### config.mk
export PLATFORM = sky130hd
export DESIGN_NAME = i2s_codec_if
export DESIGN_NICKNAME = d
export VERILOG_FILES = /design/src/rtl/i2s_codec_if.sv
export SDC_FILE = /design/constraint.sdc
export NUM_CORES = 1
export LEC_CHECK = 0
export BUFFER_PORTS_ARGS = -buffer_cell sky130_fd_sc_hd__buf_2
export CAP_MARGIN = 20
export CORE_AREA = 3 3 116 118
export DETAILED_ROUTE_END_ITERATION = 10
export DIE_AREA = 0 0 119 121
export PLACE_DENSITY = 0.63
export REMOVE_ABC_BUFFERS = 1
export SYNTH_ARGS = -nofsm -noshare
export SYNTH_HDL_FRONTEND = slang
export SYNTH_SLANG_ARGS = --single-unit
export TNS_END_PERCENT = 100
### constraint.sdc
create_clock -name clk -period 6.8 [get_ports clk]
set_clock_uncertainty 0.15 [all_clocks]
set_input_delay 0.68 -clock clk [delete_from_list [all_inputs] [get_ports clk]]
set_output_delay 0.68 -clock clk [all_outputs]
set_load 0.01 [all_outputs]
### src/rtl/i2s_codec_if.sv
// I2S master for the WM8731: derives BCLK/LRCLK from clk, serialises stereo DAC
// samples onto DACDAT and deserialises ADCDAT into stereo samples (Philips format).
module i2s_codec_if #(
  parameter int BCLK_DIV     = 2,
  parameter int SAMPLE_WIDTH = 16,
  parameter int SLOT_WIDTH   = 32
) (
  input  logic                    clk,
  input  logic                    rst,
  input  logic                    enable,
  input  logic [SAMPLE_WIDTH-1:0] tx_left,
  input  logic [SAMPLE_WIDTH-1:0] tx_right,
  input  logic                    tx_valid,
  output logic                    tx_ready,
  output logic                    tx_underrun,
  output logic [SAMPLE_WIDTH-1:0] rx_left,
  output logic [SAMPLE_WIDTH-1:0] rx_right,
  output logic                    rx_valid,
  output logic                    i2s_bclk,
  output logic                    i2s_lrclk,
  output logic                    i2s_dacdat,
  input  logic                    i2s_adcdat
);

  localparam int DIV_W = (BCLK_DIV > 1) ? $clog2(BCLK_DIV) : 1;
  localparam int CNT_W = $clog2(2 * SLOT_WIDTH);
  localparam int IDX_W = (SAMPLE_WIDTH > 1) ? $clog2(SAMPLE_WIDTH) : 1;
  localparam logic [DIV_W-1:0] DIV_LAST = DIV_W'(BCLK_DIV - 1);
  localparam logic [CNT_W-1:0] CNT_LAST = CNT_W'(2 * SLOT_WIDTH - 1);
  localparam logic [CNT_W-1:0] SLOT_C   = CNT_W'(SLOT_WIDTH);
  localparam logic [CNT_W-1:0] SW_C     = CNT_W'(SAMPLE_WIDTH);

  logic [DIV_W-1:0]        r_div_cnt;
  logic [CNT_W-1:0]        r_bit_cnt;
  logic                    r_bclk;
  logic                    r_lrclk;
  logic                    r_dacdat;
  logic                    r_hold_full;
  logic [SAMPLE_WIDTH-1:0] r_hold_l;
  logic [SAMPLE_WIDTH-1:0] r_hold_r;
  logic [SAMPLE_WIDTH-1:0] r_tx_l;
  logic [SAMPLE_WIDTH-1:0] r_tx_r;
  logic [SAMPLE_WIDTH-1:0] r_rx_sh_l;
  logic [SAMPLE_WIDTH-1:0] r_rx_sh_r;
  logic [SAMPLE_WIDTH-1:0] r_rx_l;
  logic [SAMPLE_WIDTH-1:0] r_rx_r;
  logic                    r_rx_done;
  logic                    r_rx_valid;
  logic                    r_underrun;

  logic             w_tc;
  logic             w_rise;
  logic             w_fall;
  logic [CNT_W-1:0] w_k;
  logic             w_k_right;
  logic [CNT_W-1:0] w_k_pos;
  logic             w_frame_start;
  logic             w_cur_right;
  logic [CNT_W-1:0] w_cur_pos;
  logic             w_cur_data;
  logic [IDX_W-1:0] w_tx_idx;
  logic             w_dac_bit;

  assign w_tc          = (r_div_cnt == DIV_LAST);
  assign w_rise        = enable && w_tc && !r_bclk;
  assign w_fall        = enable && w_tc && r_bclk;
  assign w_k           = (r_bit_cnt == CNT_LAST) ? '0 : r_bit_cnt + 1'b1;
  assign w_k_right     = (w_k >= SLOT_C);
  assign w_k_pos       = w_k_right ? w_k - SLOT_C : w_k;
  assign w_frame_start = w_fall && (w_k == '0);
  assign w_cur_right   = (r_bit_cnt >= SLOT_C);
  assign w_cur_pos     = w_cur_right ? r_bit_cnt - SLOT_C : r_bit_cnt;
  assign w_cur_data    = (w_cur_pos != '0) && (w_cur_pos <= SW_C);
  assign w_tx_idx      = IDX_W'(SW_C - w_k_pos);

  // Slot position 1 carries the MSB; position 0 and the tail of the slot stay 0.
  always_comb begin
    w_dac_bit = 1'b0;
    if ((w_k_pos != '0) && (w_k_pos <= SW_C)) begin
      w_dac_bit = w_k_right ? r_tx_r[w_tx_idx] : r_tx_l[w_tx_idx];
    end
  end

  always_ff @(posedge clk) begin
    if (rst) begin
      r_div_cnt   <= '0;
      r_bit_cnt   <= CNT_LAST;
      r_bclk      <= 1'b0;
      r_lrclk     <= 1'b0;
      r_dacdat    <= 1'b0;
      r_hold_full <= 1'b0;
      r_hold_l    <= '0;
      r_hold_r    <= '0;
      r_tx_l      <= '0;
      r_tx_r      <= '0;
      r_rx_sh_l   <= '0;
      r_rx_sh_r   <= '0;
      r_rx_l      <= '0;
      r_rx_r      <= '0;
      r_rx_done   <= 1'b0;
      r_rx_valid  <= 1'b0;
      r_underrun  <= 1'b0;
    end else begin
      r_rx_done  <= 1'b0;
      r_rx_valid <= 1'b0;
      r_underrun <= 1'b0;

      if (r_rx_done) begin
        r_rx_l     <= r_rx_sh_l;
        r_rx_r     <= r_rx_sh_r;
        r_rx_valid <= 1'b1;
      end

      // A pair accepted in the frame-start clk lands after the load, so it waits a frame.
      if (tx_valid && !r_hold_full) begin
        r_hold_l    <= tx_left;
        r_hold_r    <= tx_right;
        r_hold_full <= 1'b1;
      end else if (w_frame_start) begin
        r_hold_full <= 1'b0;
      end

      if (!enable) begin
        r_div_cnt <= '0;
        r_bit_cnt <= CNT_LAST;
        r_bclk    <= 1'b0;
        r_lrclk   <= 1'b0;
        r_dacdat  <= 1'b0;
      end else begin
        r_div_cnt <= w_tc ? '0 : r_div_cnt + 1'b1;
        if (w_tc) begin
          r_bclk <= ~r_bclk;
        end
        if (w_fall) begin
          r_bit_cnt <= w_k;
          r_lrclk   <= w_k_right;
          r_dacdat  <= w_dac_bit;
        end
        if (w_frame_start) begin
          r_tx_l     <= r_hold_full ? r_hold_l : '0;
          r_tx_r     <= r_hold_full ? r_hold_r : '0;
          r_underrun <= !r_hold_full;
        end
        if (w_rise && w_cur_data) begin
          if (w_cur_right) begin
            r_rx_sh_r <= SAMPLE_WIDTH'({r_rx_sh_r, i2s_adcdat});
          end else begin
            r_rx_sh_l <= SAMPLE_WIDTH'({r_rx_sh_l, i2s_adcdat});
          end
          if (w_cur_right && (w_cur_pos == SW_C)) begin
            r_rx_done <= 1'b1;
          end
        end
      end
    end
  end

  assign tx_ready    = !r_hold_full;
  assign tx_underrun = r_underrun;
  assign rx_left     = r_rx_l;
  assign rx_right    = r_rx_r;
  assign rx_valid    = r_rx_valid;
  assign i2s_bclk    = r_bclk;
  assign i2s_lrclk   = r_lrclk;
  assign i2s_dacdat  = r_dacdat;

endmodule

## Word-level counts from Yosys, hierarchy flattened

Index checks and enable logic that the tools add are counted.
Widths: inputs -> output; s select.

| storage, ports and cells | value |
|---|---|
| flip-flop bits (word level) | 142 |
| output and inout port bits | 38 |

| cells by class | value |
|---|---|
| add/subtract/negate cells | 5 |
| magnitude comparators | 5 |
| equality and inequality tests | 2 |
| multiplexer cells | 15 |
| bitwise logic cells | 5 |
| reduce and logical (&&, ||, !) cells | 22 |

Operators by type and width:

| cell | count |
|---|---|
| $mux 16 | 2 |
| $mux 6 | 3 |
| $ge 6x6->1 const B | 2 |
| $le 6x5->1 const B | 2 |
| $reduce_bool 6->1 | 2 |
| $sub 6x6->6 const B | 2 |
| $logic_and 1x1->1 | 9 |
| $reduce_or 3->1 | 3 |
| $bmux 1 s4 | 2 |
| $mux 1 | 8 |
| $add 6x1->6 const B | 1 |
| $eq 6x5->1 const B | 1 |
| $eq 6x6->1 const B | 1 |
| $logic_not 6->1 | 1 |
| $reduce_and 3->1 | 2 |
| $lt 4x5->1 const B | 1 |
| $not 1->1 | 5 |
| $sub 1x4->4 const A | 1 |
| $logic_not 1->1 | 2 |
| $reduce_and 2->1 | 1 |
| $reduce_bool 2->1 | 1 |
| $reduce_or 2->1 | 1 |
| $add 1x1->1 const B | 1 |

## Longest topological paths before layout

Gate-level depths: netlist (run 1).

| depth | value |
|---|---|
| word-level depth | 9 |
| mapped depth | 11 |

## Least setup slack after synthesis (run 1)

No wires, ideal clock.

| timing path | value |
|---|---|
| path type | register to register |
| start point | reg r_bit_cnt[0] |
| end point | reg r_dacdat (netlist: i2s_dacdat) |
| data arrival time | 2.091 ns |
| path slack | 4.429 ns |
| cell stages (with the launch flop) | 12 |
| clock period less this slack | 2.371 ns |
| cells stage by stage | dfxtp_1 > clkbuf_1 > inv_1 > ha_1 > buf_2 > clkbuf_1 > mux2i_1 > o32ai_1 > nor2_1 > nand4_1 > o2111ai_1 > o211ai_1 |

| on the way | value |
|---|---|
| cells in the longest elaborated chain, start to end | 9 |

RTL lines:

| item | RTL line | text |
|---|---|---|
| from (decl) | 34 | `logic [CNT_W-1:0] r_bit_cnt;` |
| from (signal assigned) | 135 | `r_bit_cnt <= w_k;` |
| $add 6x1->6 / $eq 6x6->1 (equally long branches) | 67 | `assign w_k = (r_bit_cnt == CNT_LAST) ? '0 : r_bit_cnt + 1'b1;` |
| $mux 6 * | 67 |  |
| net w_k[1] | 54 | `logic [CNT_W-1:0] w_k;` |
| $sub 6x6->6 / $ge 6x6->1 (equally long branches) | 69, 68 |  |
| $mux 6 | 69 | `assign w_k_pos = w_k_right ? w_k - SLOT_C : w_k;` |
| $sub 1x4->4 | 74 | `assign w_tx_idx = IDX_W'(SW_C - w_k_pos);` |
| $bmux 1 s4 | 80 | `w_dac_bit = w_k_right ? r_tx_r[w_tx_idx] : r_tx_l[w_tx_idx];` |
| $mux 1 (not written as such) | 80 |  |
| $mux 1 | 80 |  |
| $mux 1 * | 79 | `if ((w_k_pos != '0) && (w_k_pos <= SW_C)) begin` |
| to (signal assigned) | 137 | `r_dacdat <= w_dac_bit;` |
| to (decl) | 37 | `logic r_dacdat;` |

The timed path passes the listed nets; every way through them passes the cells marked *. The select of a mux whose other input is x is not followed.
A chain may end at the register's enable or synchronous reset.

## Worst setup path after layout (run 1)

Ends and elaborated chain as after synthesis.

==> results.yml, run 1 <==
sta:
  grt_setup_unrepaired: "no"
  maxSlewHeadroom: 0.3268
  fin_hold_ws_ns: 0.3040
  fin_ws_ns: 3.738
  tns_ns: 0
  setup_viol_count_final: 0
  period_share: 0.4503
  fmax_ghz: 0.3266
  worst_pin_slew_ns: 1.010
  hold_violations: 0
  layout_min_cycle_time_ns: 3.062
  maxSlewViolCount: 0
layout:
  drive_gt1_frac: 0.1783
  n_fill_cell: 1212
  nNetsFinal: 727
  area_delta_synth_final_pct: 18.59
  final_area_um2: 6673
  diodes: 0
  final_core_util: 0.5309
  final_cells: 873
synthesis:
  synth.area.top_cells: "dfxtp_1 (51%), mux2i_1 (13%), nand2_1 (7.6%)"
  synthArstFlopShare: 0
  ys.flop_type: "dfxtp_1"
  yosys.area.top_type_share: 0.5052
  post-synth-top-area-cell: "dfxtp_1"
  netlist_area_um2: 5627
  postSynthCellCount: 640
  synth-edff-count: 0
  ys_ff_latch: 142
  netlist-cell-type-count: 46
  synth.most_common_cell: "dfxtp_1"
  ys_warn_count: 0
  avgSynthCellArea_um2: 8.792
  ys_top_cells_by_count: "dfxtp_1 (142), nand2_1 (114), mux2i_1 (74)"
  seq_area_frac_synth: 0.5052
critical_path:
  path_delay_family: "adder cells"
  cpMaxStageDelayCell: "ha_1"
  required_ns: 6.99
  crit_fanout: 20
  end_kind: "flip-flop"
  critPathBufInv: 1
  worstSetupPathType: "reg -> reg"
  critPathLaunchType: "flip-flop"
  critPathArrivalTime_ns: 3.25
  max_stage_delay_ns: 0.84
  crit_chain: "inv_1, ha_1, or3_1, o21ai_0, a311o_1, o22ai_1, o2111ai_1, o211ai_1"
drt:
  route.vias.total: 4454
  drc: 0
  drt-wirelength-per-cell_um: 13.64
  drt_iter0_markers: 191
  drt-total-wl_um: 11910
  detail-route-antenna-nets: 0
  via_per_inst: 5.102
  drt_pass1_iterations: 4
clock_tree:
  cts_buffer_depth: 2
  clock_sinks: 142
  root_buffer: "clkbuf_16"
  cts_buffers: 17
  insertion_delay_ns: 0.42
  cts.clk_slew.worst_paths_ns: 0.06
  postCtsSetupBuffers: 0
  cts-htree-levels: 4
  ctsHoldBuffers: 0
  cts_tree: "done"
  cts_resized: 0
floorplan:
  fp.dieH_um: 121
  io_pins: 75
  row_count: 41
  core-area_um2: 12570
  die_area_um2: 14400
  fp.dieW_um: 119
  start_util: 0.4477
global_routing:
  overflow: 0
  grt_pass1_vias: 4354
  grt_use_total: 0.1738
  grt_first_pass_wirelength_um: 20540
  antenna_found_initial: 0
  grt_max_degree: 69
power:
  p_leak_nw: 2.682
  finalPower_mw: 1.834
  ir_drop_mv: 0.1410
  p_per_area_nw_per_um2: 274.8
status:
  status: "completed"
place:
  globalplace.congestion: 0.8800
  io_buffers: 74
  placedCellCount: 838
  dpl_cell_area_um2: 6027
  hpwl_um: 7714
  dpl_worst_slack_ns: 3.740
flow_run:
  max-cap-violations: 0
min_path:
  hp-class: "reg -> reg"
## logic make-up after synthesis
family	Yosys count	synth area share
AOI/OAI and AO/OA	100	0.09896
xor gates and xnor gates	2	0.003114
adders and majority gates	2	0.004447
buffers and inverters	56	0.04270
DFF	142	0.5052
muxes	77	0.1396
and+or+nand+nor	261	0.2059
## placed cells by master, fill, tap and decap left out, drive strengths merged, types with 2 or more instances in the layout
cell type | Yosys | layout
xnor2 | 2 | 2
clkinvlp | 0 | 3
nand2 | 115 | 115
mux2 | 2 | 2
a31oi | 2 | 2
nand3 | 37 | 37
o32ai | 2 | 2
and3 | 8 | 8
nor3 | 6 | 6
o211ai | 3 | 3
nand3b | 2 | 2
a22oi | 2 | 2
nand2b | 2 | 2
inv | 5 | 9
nand4 | 4 | 4
o311ai | 3 | 3
clkinv | 0 | 6
or3 | 2 | 2
mux2i | 74 | 74
ha | 2 | 2
or2 | 2 | 2
nor2b | 4 | 4
bufinv | 0 | 2
nor2 | 72 | 72
o22ai | 3 | 3
dfxtp | 142 | 142
clkbuf | 33 | 17
o21ai | 9 | 9
a21oi | 73 | 73
buf | 18 | 80
## report_power, final
group | total (mW) | switching, mW | internal, mW
clock | 0.918 | 0.373 | 0.545
sequential | 0.854 | 0.00894 | 0.845
combinational | 0.0623 | 0.0396 | 0.0227
total | 1.83 | 0.422 | 1.41
## sequential cells by signal (all words and copies together), names as in the netlist, 16 cells and up
register / count
r_hold_r: 16
r_tx_r: 16
rx_right: 16
r_rx_sh_r: 16
r_tx_l: 16
r_hold_l: 16
rx_left: 16
r_rx_sh_l: 16
## per-layer routing
metal | track usage | up-vias | wire, µm
li1 | - | 2275 | -
met1 | 0.2177 | 2080 | 5464
met2 | 0.2794 | 80 | 5653
met3 | 0.05221 | 19 | 555
met4 | 0.07241 | 0 | 233
met5 | 0 | - | 0
## tightest hold or removal path, stage by stage, from the launching register on
cell	delay (ns)
dfxtp_1	0.31
nand2_1	0.05
a21oi_1	0.05
## layout make-up
class	count	area, µm²	area share
flip-flops and latches	142	2844	0.4262
multi-input cells	442	2546	0.3816
repair buffers	80	460.4	0.06900
clock buffers	17	425.4	0.06375
well taps	172	215.2	0.03225
clock inverters	15	162.7	0.02438
inverters	5	18.77	0.002813
## path summary, 6_finish.rpt
path | startpoint | endpoint | slack, ns | cells after the start
worst min register to register | r_tx_r[13] | r_tx_r[13] | 0.30 | 2
worst max-delay path | r_bit_cnt[0] | i2s_dacdat | 3.74 | 8
worst max register to register | r_bit_cnt[0] | i2s_dacdat | 3.74 | 8
worst min-delay path | r_tx_r[13] | r_tx_r[13] | 0.30 | 2
(Power assumes the default switching activity.)
==> inputs of run 2 (changes only) <==
--- a/config.mk
+++ b/config.mk
@@ -5,11 +5,12 @@
 export SDC_FILE = /design/constraint.sdc
 export NUM_CORES = 1
 export LEC_CHECK = 0
+export ABC_AREA = 1
 export BUFFER_PORTS_ARGS = -buffer_cell sky130_fd_sc_hd__buf_2
 export CAP_MARGIN = 20
-export CORE_AREA = 3 3 116 118
+export CORE_AREA = 3 3 119 121
 export DETAILED_ROUTE_END_ITERATION = 10
-export DIE_AREA = 0 0 119 121
+export DIE_AREA = 0 0 122 124
 export PLACE_DENSITY = 0.63
 export REMOVE_ABC_BUFFERS = 1
 export SYNTH_ARGS = -nofsm -noshare
==> constraint.sdc (replaced) <==
create_clock -name clk -period 2.98 [get_ports clk]
set_clock_uncertainty 0.15 [all_clocks]
set_input_delay 0.298 -clock clk [delete_from_list [all_inputs] [get_ports clk]]
set_output_delay 0.298 -clock clk [all_outputs]
set_load 0.01 [all_outputs]
==> run 2 against run 1 <==
Against the previous run: via count rose by 10%; sequential share of layout area decreased by 3.2 points; combinational power grew to 3.1 times the previous value; hold slack got worse by 0.28 ns; sequential power is 130% higher; non-clock buffer count is 33 higher; routed wire length increased by 3.5%; area after synthesis rose by 5.2%; cell count rose by 15%; first-iteration DRC count up 30%; global-route usage down 0.75 points.
==> results.yml, run 2 <==
synthesis:
  netlist-cell-type-count: 37
  synthArstFlopShare: 0
  seq_area_frac_synth: 0.4801
  avgSynthCellArea_um2: 8.044
  synth.most_common_cell: "nor2_1"
  synth-edff-count: 0
  postSynthCellCount: 736
  ys_top_cells_by_count: "nor2_1 (143), dfxtp_1 (142), nand2_1 (87)"
  ys.flop_type: "dfxtp_1"
  synth.area.top_cells: "dfxtp_1 (48%), nor2_1 (9.1%), o21ai_0 (5.7%)"
  ys_warn_count: 0
  yosys.area.top_type_share: 0.4801
  post-synth-top-area-cell: "dfxtp_1"
  netlist_area_um2: 5921
  ys_ff_latch: 142
drt:
  via_per_inst: 4.887
  drc: 0
  drt_pass1_iterations: 4
  drt-wirelength-per-cell_um: 12.23
  detail-route-antenna-nets: 0
  drt_iter0_markers: 248
  route.vias.total: 4921
  drt-total-wl_um: 12320
sta:
  fmax_ghz: 0.3879
  hold_violations: 0
  tns_ns: 0
  maxSlewViolCount: 0
  layout_min_cycle_time_ns: 2.578
  maxSlewHeadroom: 0.3308
  grt_setup_unrepaired: "no"
  worst_pin_slew_ns: 1.003
  setup_viol_count_final: 0
  period_share: 0.8652
min_path:
  hp-start: "tx_right[0]"
  hp-class: "in -> reg"
  holdPathEnd: "r_hold_r[0]"
  worstHoldPathCells: 3
critical_path:
  cpMaxStageDelayCell: "buf_4"
  path_delay_family: "buffers and inverters"
  reg2reg_slack_ns: 0.40
  critPathArrivalTime_ns: 2.70
  critPathLaunchType: "flip-flop"
  max_stage_delay_ns: 0.61
  reg2reg_depth: 12
  crit_chain: "ha_1, nand3_2, nand2_1, inv_1, or2_1, clkinv_1, nor2_1, nand3_4, buf_4, clkinv_8, nand3_2, a21oi_2"
  critPathBufInv: 4
  cpMostUsedCell: "nand3_2"
  crit_fanout: 59
  r2r_end: "r_tx_l[15]"
  end_kind: "flip-flop"
  worstSetupPathType: "reg -> reg"
  required_ns: 3.10
  reg2reg_from: "r_bit_cnt[0]"
place:
  globalplace.congestion: 0.8560
  io_buffers: 74
  hpwl_um: 8103
floorplan:
  row_count: 42
  fp.dieW_um: 122
  fp.dieH_um: 124
  core-area_um2: 13190
  start_util: 0.4489
  io_pins: 75
  die_area_um2: 15130
power:
  p_leak_nw: 3.120
  p_per_area_nw_per_um2: 605.4
  ir_drop_mv: 0.3855
  finalPower_mw: 4.369
global_routing:
  antenna_found_initial: 0
  grt_use_total: 0.1663
  grt_pass1_vias: 4704
  grt_first_pass_wirelength_um: 20760
  grt_max_degree: 65
  overflow: 0
layout:
  drive_gt1_frac: 0.2250
  final_core_util: 0.5471
  final_cell_mix: "nor2_1 (143), dfxtp_1 (142), nand2_1 (87), buf_2 (74), o21ai_0 (68)"
  diodes: 0
  n_fill_cell: 1261
  nNetsFinal: 857
  layout_commonest_cell: "nor2_1"
  area_delta_synth_final_pct: 21.89
clock_tree:
  root_buffer: "clkbuf_16"
  cts_tree: "done"
  postCtsSetupBuffers: 0
  cts_buffers: 17
  cts-htree-levels: 4
  clock_sinks: 142
  insertion_delay_ns: 0.41
  cts_buffer_depth: 2
  cts.clk_slew.worst_paths_ns: 0.06
status:
  status: "completed"
flow_run:
  max-cap-violations: 0
## run 2: repair_timing
item	4_1_cts	5_1_grt
gates resized for setup	0	0
hold buffers	30	0
hold endpoints to repair	30	0
## run 2: through the flow
step	setup WS, ns	hold slack [ns]	instance area [µm²]	cells
after floorplan	0.3142	0.2104	5629	686
after global placement	0.4943	0.2863	6287	945
after detailed placement	0.3804	0.2983	6287	945
after CTS	0.3940	0.0008495	7217	1007
after global routing	0.08751	0.01840	7217	1007
final	0.4017	0.02002	7217	1007
## run 2: logic make-up after synthesis
family                   synth area share
AO/OA/AOI/OAI                      0.1889
XOR/XNOR                         0.004439
adder cells (fa/ha/maj)          0.004226
buffers and inverters             0.08157
flip-flops                         0.4801
AND/OR/NAND/NOR                    0.2407
## run 2: tightest hold or removal path, delay by kind of cell
family / cells / cell delay (ns)
and+or+nand+nor: 1 / 0.08
buffers and inverters: 1 / 0.07
AOI/OAI and AO/OA: 1 / 0.09
## run 2: power by group
| group | internal, mW | switching, mW |
|---|---|---|
| logic | 0.0826 | 0.114 |
| clock network | 1.38 | 0.829 |
| registers | 1.94 | 0.0235 |
## run 2: area by class of cell
class	instances	area (µm²)	share of cell area
multi-input cells	497	2595	0.3596
well taps	176	220.2	0.03051
repair buffers	113	738.2	0.1023
inverters	47	191.4	0.02653
clock buffers	19	452.9	0.06276
flip-flops and latches	142	2843	0.3939
clock inverters	13	176.4	0.02445
## run 2: how the worst max path moves through the flow
stage,from,to,slack (ns),cells after the start
after floorplan,r_hold_full,r_hold_l[0],0.31,5
after global placement,r_bit_cnt[0],i2s_dacdat,0.49,11
after detailed placement,r_bit_cnt[0],r_tx_l[4],0.38,12
after CTS,r_bit_cnt[0],r_tx_l[4],0.39,12
after global routing,r_bit_cnt[0],i2s_dacdat,0.09,11
final,r_bit_cnt[0],r_tx_l[15],0.40,12
## run 2: metal layers
metal,up-vias,global-route usage,part of all wire
met5,-,0,0
met2,95,0.2780,0.48
met1,2223,0.2095,0.47
li1,2586,-,-
met3,17,0.03633,0.037
met4,0,0.06723,0.017
